<file path="config.mk">
export PLATFORM = sky130hd
export DESIGN_NAME = la_capture_ctrl
export DESIGN_NICKNAME = d
export VERILOG_FILES = /design/src/rtl/la_pkg.sv /design/src/rtl/la_trig_match.sv /design/src/rtl/la_capture_ctrl.sv
export SDC_FILE = /design/constraint.sdc
export NUM_CORES = 1
export LEC_CHECK = 0
export ABC_AREA = 0
export ABC_CLOCK_PERIOD_IN_PS = 2500
export CAP_MARGIN = 0
export CELL_PAD_IN_SITES_DETAIL_PLACEMENT = 1
export CELL_PAD_IN_SITES_GLOBAL_PLACEMENT = 1
export CORE_MARGIN = 3
export CORE_UTILIZATION = 45
export DETAILED_ROUTE_END_ITERATION = 12
export DONT_BUFFER_PORTS = 1
export PLACE_DENSITY = 0.86
export SLEW_MARGIN = 40
export SYNTH_ARGS = -nofsm -noshare
export SYNTH_HDL_FRONTEND = slang
export SYNTH_HIERARCHICAL = 1
export SYNTH_SLANG_ARGS = --single-unit
</file>
<file path="constraint.sdc">
create_clock -name clk_i -period 2.5 [get_ports clk_i]
set_input_delay 0.375 -clock clk_i [delete_from_list [all_inputs] [get_ports clk_i]]
set_output_delay 0.375 -clock clk_i [all_outputs]
set_load 0.05 [all_outputs]
</file>
<file path="src/rtl/la_pkg.sv">
// Shared definitions for the logic-analyzer capture controller: FSM encoding and
// datapath counter geometry.
package la_pkg;
    localparam int LA_DEPTH = 32;
    localparam int LA_CNT_W = 5;

    typedef enum logic [2:0] {
        LA_INIT    = 3'd0,
        LA_IDLE    = 3'd1,
        LA_ARMED   = 3'd2,
        LA_CAPTURE = 3'd3,
        LA_LATCH   = 3'd4,
        LA_DONE    = 3'd5
    } la_state_e;
endpackage

</file>
<file path="src/rtl/la_trig_match.sv">
// Registers the probed bus and compares it against a masked trigger pattern.
// Kept separate so several stages can be chained for sequenced triggers.
module la_trig_match #(
    parameter int DATA_W = 32
) (
    input  logic              clk_i,
    input  logic              reset_i,
    input  logic [DATA_W-1:0] sig_in_i,
    input  logic [DATA_W-1:0] trig_mask_i,
    input  logic [DATA_W-1:0] trig_pat_i,
    output logic [DATA_W-1:0] sample_o,
    output logic              match_o
);
    logic [DATA_W-1:0] sample_q;
    logic [DATA_W-1:0] miss;

    always_ff @(posedge clk_i) begin
        if (reset_i) begin
            sample_q <= '0;
        end else begin
            sample_q <= sig_in_i;
        end
    end

    // A bit only disqualifies the match when it is masked in and differs.
    for (genvar gi = 0; gi < DATA_W; gi++) begin : g_miss
        assign miss[gi] = (sample_q[gi] ^ trig_pat_i[gi]) & trig_mask_i[gi];
    end

    assign match_o  = ~|miss;
    assign sample_o = sample_q;
endmodule

</file>
<file path="src/rtl/la_capture_ctrl.sv">
// Trigger/capture controller: arms on START, waits for a masked match, then streams
// MAX_SAMPLES words to the datapath RAM and pulses STS_CE to latch the count.
module la_capture_ctrl
    import la_pkg::*;
#(
    parameter int DATA_W      = 32,
    parameter int MAX_SAMPLES = 31
) (
    input  logic              clk_i,
    input  logic              reset_i,
    input  logic              start_i,
    input  logic              abort_i,
    input  logic [DATA_W-1:0] sig_in_i,
    input  logic [DATA_W-1:0] trig_mask_i,
    input  logic [DATA_W-1:0] trig_pat_i,
    output logic [DATA_W-1:0] din_ram_o,
    output logic              la_we_o,
    output logic              sts_ce_o,
    output logic              busy_o,
    output logic              done_o,
    output logic              trig_seen_o
);
    localparam logic [LA_CNT_W-1:0] MAX_CNT = LA_CNT_W'(MAX_SAMPLES);

    la_state_e             state_q, state_d;
    logic [LA_CNT_W-1:0]   cnt_q, cnt_d;
    logic [DATA_W-1:0]     din_ram_q;
    logic                  la_we_q, la_we_d;
    logic                  sts_ce_q, sts_ce_d;
    logic                  busy_q, busy_d;
    logic                  done_q, done_d;
    logic                  trig_seen_q, trig_seen_d;
    logic [DATA_W-1:0]     sample;
    logic                  match;

    la_trig_match #(.DATA_W(DATA_W)) u_trig (
        .clk_i       (clk_i),
        .reset_i     (reset_i),
        .sig_in_i    (sig_in_i),
        .trig_mask_i (trig_mask_i),
        .trig_pat_i  (trig_pat_i),
        .sample_o    (sample),
        .match_o     (match)
    );

    always_ff @(posedge clk_i) begin
        if (reset_i) begin
            state_q     <= LA_INIT;
            cnt_q       <= '0;
            din_ram_q   <= '0;
            la_we_q     <= 1'b0;
            sts_ce_q    <= 1'b0;
            busy_q      <= 1'b0;
            done_q      <= 1'b0;
            trig_seen_q <= 1'b0;
        end else begin
            state_q     <= state_d;
            cnt_q       <= cnt_d;
            din_ram_q   <= sample;
            la_we_q     <= la_we_d;
            sts_ce_q    <= sts_ce_d;
            busy_q      <= busy_d;
            done_q      <= done_d;
            trig_seen_q <= trig_seen_d;
        end
    end

    always_comb begin
        state_d = state_q;
        case (state_q)
            LA_INIT:    state_d = LA_IDLE;
            LA_IDLE:    if (start_i) state_d = LA_ARMED;
            LA_ARMED: begin
                if (abort_i)    state_d = LA_IDLE;
                else if (match) state_d = LA_CAPTURE;
            end
            LA_CAPTURE: if (abort_i || cnt_q >= MAX_CNT) state_d = LA_LATCH;
            LA_LATCH:   state_d = LA_DONE;
            LA_DONE:    if (start_i) state_d = LA_ARMED;
            default:    state_d = LA_INIT;
        endcase
    end

    // The triggering sample lands in din_ram_q on the same edge that raises la_we,
    // so it becomes RAM word 0 and cnt starts at 1.
    always_comb begin
        la_we_d     = 1'b0;
        sts_ce_d    = 1'b0;
        cnt_d       = cnt_q;
        trig_seen_d = trig_seen_q;
        case (state_q)
            LA_INIT: sts_ce_d = 1'b1;
            LA_IDLE, LA_DONE: begin
                if (start_i) begin
                    trig_seen_d = 1'b0;
                    cnt_d       = '0;
                end
            end
            LA_ARMED: begin
                if (!abort_i && match) begin
                    la_we_d     = 1'b1;
                    cnt_d       = LA_CNT_W'(1);
                    trig_seen_d = 1'b1;
                end
            end
            LA_CAPTURE: begin
                if (abort_i || cnt_q >= MAX_CNT) begin
                    sts_ce_d = 1'b1;
                end else begin
                    la_we_d = 1'b1;
                    cnt_d   = cnt_q + LA_CNT_W'(1);
                end
            end
            default: ;
        endcase
        busy_d = (state_d == LA_INIT) || (state_d == LA_ARMED) ||
                 (state_d == LA_CAPTURE) || (state_d == LA_LATCH);
        done_d = (state_d == LA_DONE);
    end

    assign din_ram_o   = din_ram_q;
    assign la_we_o     = la_we_q;
    assign sts_ce_o    = sts_ce_q;
    assign busy_o      = busy_q;
    assign done_o      = done_q;
    assign trig_seen_o = trig_seen_q;
endmodule

</file>
# Yosys cells after proc, flatten, opt, wreduce, memory -nomap -nowiden
# Index checks and enable logic that the tools add are counted.
[word_totals] reg_bits=77 in_bits=100 out_inout_bits=37 elab_cells=119
[op_classes] add_sub_neg=1 order_cmp=1 n_eq_ne=12 n_mux=17 n_bitwise=64 reduce_logical=15
[op_table] op="$and A1 B1 Y1" n=32
[op_table] op="$reduce_or A32 Y1" n=1
[op_table] op="$xor A1 B1 Y1" n=32
[op_table] op="$mux W5" n=3
[op_table] op="$pmux W3 S5" n=1
[op_table] op="$pmux W5 S3" n=1
[op_table] op="$eq A3 B2 Y1 const B" n=4
[op_table] op="$eq A3 B3 Y1 const B" n=4
[op_table] op="$mux W3" n=4
[op_table] op="$logic_not A3 Y1" n=2
[op_table] op="$pmux W1 S2" n=3
[op_table] op="$add A5 B1 Y5 const B" n=1
[op_table] op="$ge A5 B5 Y1 const B" n=1
[op_table] op="$mux W1" n=5
[op_table] op="$logic_or A1 B1 Y1" n=4
[op_table] op="$ne A2 B2 Y1 const B" n=2
[op_table] op="$reduce_and A4 Y1" n=1
[op_table] op="$eq A3 B1 Y1 const B" n=1
[op_table] op="$reduce_and A3 Y1" n=1
[op_table] op="$reduce_bool A3 Y1" n=1
[op_table] op="$logic_not A1 Y1" n=2
[op_table] op="$ne A2 B1 Y1 const B" n=1
[op_table] op="$reduce_bool A2 Y1" n=1
[op_table] op="$reduce_or A2 Y1" n=1
[op_table] op="$logic_and A1 B1 Y1" n=1

# Logic depth before layout (Yosys ltp)
[logic_depth] ltp_word=10 mapped_depth=8 depth_no_buf=8

# Cells and area by module
# The synthesis kept the hierarchy.
[by_module_without_submodules] module="la_capture_ctrl" instances=1 cells_each=136 area_each_um2=1442.6 seq_area_each_um2=900.9
[by_module_without_submodules] module="la_trig_match" instances=1 cells_each=120 area_each_um2=1290.0 seq_area_each_um2=640.6

# Worst setup path after synthesis
# OpenSTA, ideal clock, no wires.
[synth_timing] path_kind="register to register" start="register cnt_q[0]" end="register cnt_q[3]" setup_ns=0.070 t_arrival_ns=1.975 slack_ns=0.455 path_stages_with_launch=8 n_path_buf=0 path_cell_list="dfxtp_1 -> ha_1 -> and3_2 -> ha_1 -> a311o_1 -> a32o_2 -> or3_1 -> a21oi_1"
[synth_via] elab_chain_len=4 word_cells_on_any_way=7 classes_between="add/sub: 1; order compare: 1; eq/ne: 1; mux: 2; reduce/logical: 2"
[synth_lines] element="start: declaration" line_no="la_capture_ctrl.sv:26" source="logic [LA_CNT_W-1:0] cnt_q, cnt_d;"
[synth_lines] element="start signal: assignment" line_no="la_capture_ctrl.sv:58" source="cnt_q <= cnt_d;"
[synth_lines] element="$ge A5 B5 Y1" line_no="la_capture_ctrl.sv:107" source="if (abort_i || cnt_q >= MAX_CNT) begin"
[synth_lines] element="$logic_or A1 B1 Y1" line_no="la_capture_ctrl.sv:107"
[synth_lines] element="$ne A2 B2 Y1 (no source line)"
[synth_lines] element="$reduce_and A4 Y1 (no source line)"
# Several ways; a longest one is shown, not always the timed one. The select of a mux whose other input is x is not followed.
# A chain may end at the register's enable or synchronous reset.

# Worst setup path in the final report
[layout_timing] start="register u_trig.sample_q[18], in the netlist u_trig/sample_o[18]" end="register cnt_q[3]"
[layout_via] elab_chain_len=7
[layout_lines] element="start: declaration" line_no="la_trig_match.sv:14" source="logic [DATA_W-1:0] sample_q;"
[layout_lines] element="start signal: assignment" line_no="la_trig_match.sv:21" source="sample_q <= sig_in_i;"
[layout_lines] element="$xor A1 B1 Y1" line_no="la_trig_match.sv:27" source="assign miss[gi] = (sample_q[gi] ^ trig_pat_i[gi]) & trig_mask_i[gi];"
[layout_lines] element="$and A1 B1 Y1" line_no="la_trig_match.sv:27"
[layout_lines] element="$reduce_or A32 Y1" line_no="la_trig_match.sv:30" source="assign match_o = ~|miss;"
[layout_lines] element="$logic_not A1 Y1" line_no="la_trig_match.sv:30"
[layout_lines] element="named net match" line_no="la_capture_ctrl.sv:34" source="logic match;"
[layout_lines] element="$logic_and A1 B1 Y1" line_no="la_capture_ctrl.sv:100" source="if (!abort_i && match) begin"
[layout_lines] element="$ne A2 B2 Y1 (no source line)"
[layout_lines] element="$reduce_and A4 Y1 (no source line)"
# The timed path passes the listed nets, and every way through them passes these cells.

==> results.txt <==
Status - finished clean
Placement row count - 27
Final period util - 91.7%
Max Transition Viols Final - 0
Synthesized netlist net count - 358
Synthesized area - 2730 µm²
Area of the core - 5680 µm²
Stage delay of the slowest cell on the critical path - 0.36 ns
Count of cells along the worst register-to-register path - 8
Flip-flop and latch count after synthesis - 77
Total routing usage reported by global routing - 18.4%
Category of the most critical setup path - reg -> reg
Max-cap check violation count - 0
Layout cells sized above 1 - 7.25%
Combinational family with the most area after synthesis - simple AND/OR/NAND/NOR gates
Total area of multi-input combinational cells - 1160 µm²
DIE AREA - 7040 µm²
GPL Wtd Cong - 0.844
Slew at the pin closest to its max-slew limit - 0.524 ns
Vias per cell - 5.31
Pin count of the biggest net entering global routing - 73
Critical path data required time - 2.76 ns
Power Total - 2450 µW
Number of primary I/O pins - 137
Synth Area in Compound Gates - 9.80%
Portion of netlist area occupied by mux cells - 0%
Area added between synthesis and finish - 9.29%
Startpoint class of the critical path - flop
Worst voltage drop across the vdd grid - 0.432 mV
Data arrival at the endpoint of the critical path - 2.55 ns
Detailed-route wire length per cell - 19.2 µm
Synth warnings - 6
Remaining antenna violation count - 0
Drt initial violations - 84
Post-synthesis adder-cell area fraction - 0.916%
Minimum period implied by the final worst setup slack - 2.29 ns
Basic-gate share of the synthesized area counting and, or, nand and nor cells - 21.2%
Maximum frequency from static timing analysis - 0.436 GHz
Setup crit end - cnt_q[3]$_SDFFE_PP0P_
Register area - 1540 µm²
Total routed wirelength - 6.40 mm
Cell at the slowest stage of the critical path - sky130_fd_sc_hd__or3_1
Number of levels the H-tree was split into - 3
Fraction of synthesized cell area in xor and xnor cells - 10.3%
Global-route wire length before repair - 10.1 mm
Pre-antenna DRT Iters - 4
PortBufs - 0
Leakage dissipation - 0.00120 µW
Capture point of the worst reg-to-reg path - cnt_q[3]$_SDFFE_PP0P_
Final hold vios - 0
Count of inserted antenna diode cells - 0
Highest-count cells in the layout ignoring fill and taps - sky130_fd_sc_hd__dfxtp_1, sky130_fd_sc_hd__nor2b_1, sky130_fd_sc_hd__xor2_1
Final-report setup violation count - 0
Setup slack, reg-to-reg - 0.21 ns
Most common library cell in the layout ignoring fill and taps - sky130_fd_sc_hd__dfxtp_1
Buffers from clock root to sink, at most - 2
Initial cell density of the core - 48.1%
Max Clock Skew - 0.00867 ns
Final global-route overflow total - 0
Die H - 83.9 µm
Final total negative setup slack - 0 ns
Max-slew headroom at the worst pin - 65.0%
CTS tree - yes
Pwr per Cell Area - 819 nW/µm²
Number of buffers inserted during clock tree synthesis - 9
Die outline width - 83.9 µm
Critical register-to-register path startpoint - u_trig/sample_o[18]$_SDFF_PP0_
Ordered list of cells on the worst path - xor2_1, a22oi_1, nand4_1, nor4_4, nand3b_1, a32o_2, or3_1, a21oi_1
Total of fill cells in the finished design - 633
Placed instance area - 2790 µm²
Final design instance area without fill - 2990 µm²
Hold Path Class - in -> reg
Number of unique standard cell types used by synthesis - 29
Clock tree root driver cell - sky130_fd_sc_hd__clkbuf_8
Critical path startpoint - u_trig/sample_o[18]$_SDFF_PP0_
Top fanout value on the critical path - 8
Clock-pin slew on the worst setup and hold paths - 0.08 ns
Number of global-route vias before repair - 1,984
Register area share after synthesis - 56.4%
Clock Latency Late Sink - 0.33 ns
Number of instances in the synthesized netlist - 256
Final HPWL from detailed placement - 5.00 mm
Avg Inst Size Synth - 10.7 µm²
Number of nets in the finished design - 360
Routed vias - 1,773
RSZ-0062 raised after global routing - no
Count of unresolved DRC violations after routing - 0
Hold Worst Slack - 0.115 ns
Initial antenna violation count - 0
Clock sinks - 77
Kind of capture point of the worst setup path - flop
[registers in the layout (all words and copies together) (netlist names)]
register / cells
done_o: 1
cnt_q: 5
busy_o: 1
din_ram_o: 32
trig_seen_o: 1
sts_ce_o: 1
state_q: 3
la_we_o: 1
u_trig/sample_o: 32
[layer usage]
layer | up-vias | wire, µm | global-route usage (%)
met5 | - | 0 | 0
met1 | 811 | 2370 | 19.5
met4 | 0 | 126 | 7.60
met2 | 94 | 3410 | 32.8
met3 | 13 | 501 | 6.42
li1 | 855 | - | -
[worst max-delay path, delay by kind of cell (launching register included)]
family / cells / cell delay, ns
AOI/OAI and AO/OA: 3 / 0.72
xor gates and xnor gates: 1 / 0.14
DFF: 1 / 0.33
and+or+nand+nor: 4 / 1.05
[report_power, final]
group | internal [µW] | switching, µW
Clock | 482 | 417
Combinational | 76.9 | 65.0
Sequential | 1280 | 123
[final cells by class]
type,count,share of cell area (%)
flip-flops and latches,77,51.6
multi-input cells,169,38.9
clock buffers,11,4.73
well taps,72,3.02
clock inverters,4,1.63
inverters,1,0.126
[Yosys cell counts, drive strengths merged]
| cell type | count | area [µm²] |
|---|---|---|
| a311o | 1 | 10.0 |
| nand3 | 3 | 15.0 |
| nand4 | 4 | 25.0 |
| nand2b | 1 | 6.26 |
| nor3 | 1 | 5.00 |
| o32ai | 1 | 8.76 |
| o21a | 2 | 15.0 |
| nand2 | 3 | 11.3 |
| nand3b | 2 | 15.0 |
| and2 | 1 | 6.26 |
| nor2 | 10 | 37.5 |
| o21ai | 6 | 30.0 |
| a22oi | 18 | 135 |
| o21ba | 1 | 10.0 |
| a211o | 1 | 10.0 |
| a21o | 1 | 7.51 |
| or3 | 2 | 12.5 |
| dfxtp | 77 | 1540 |
| nor2b | 66 | 413 |
| and3 | 3 | 20.0 |
| inv | 1 | 3.75 |
| a32o | 1 | 11.3 |
| buf | 1 | 5.00 |
| ha | 2 | 25.0 |
| a21oi | 6 | 30.0 |
| clkbuf | 8 | 30.0 |
| nor4 | 1 | 12.5 |
| xor2 | 32 | 280 |
[timing repair]
item | 4_1_cts | 5_1_grt
endpoints found under the setup margin | 0 | 1
buffers inserted | 0 | 0
hold buffers | 0 | 0
gates resized for setup | 0 | 1
[stage by stage]
step | cells | worst slack (ns) | utilization (%)
floorplan | 256 | 0.455 | -
global placement | 319 | 0.262 | 49.1
detailed placement | 319 | 0.118 | 49.1
CTS | 334 | 0.163 | 52.5
global route | 334 | 0.0279 | 52.6
finish | 334 | 0.208 | 52.6
[kinds of logic (layout without fill, tap and decap cells)]
logic type,count (synthesis),count (layout)
AND/OR/NAND/NOR,97,97
flip-flops,77,77
XOR/XNOR,32,32
adder cells (fa/ha/maj),2,2
AO/OA/AOI/OAI,38,38
buffers and inverters,10,16
[worst min path at each step]
stage	startpoint	cells past startpoint	endpoint
after floorplan	reset_i	1	u_trig/sample_o[27]$_SDFF_PP0_
after global placement	reset_i	1	din_ram_o[15]$_SDFF_PP0_
after detailed placement	reset_i	1	din_ram_o[17]$_SDFF_PP0_
after CTS	reset_i	1	u_trig/sample_o[26]$_SDFF_PP0_
after global routing	reset_i	1	din_ram_o[24]$_SDFF_PP0_
final	reset_i	1	u_trig/sample_o[26]$_SDFF_PP0_
(Power assumes the default switching activity.)
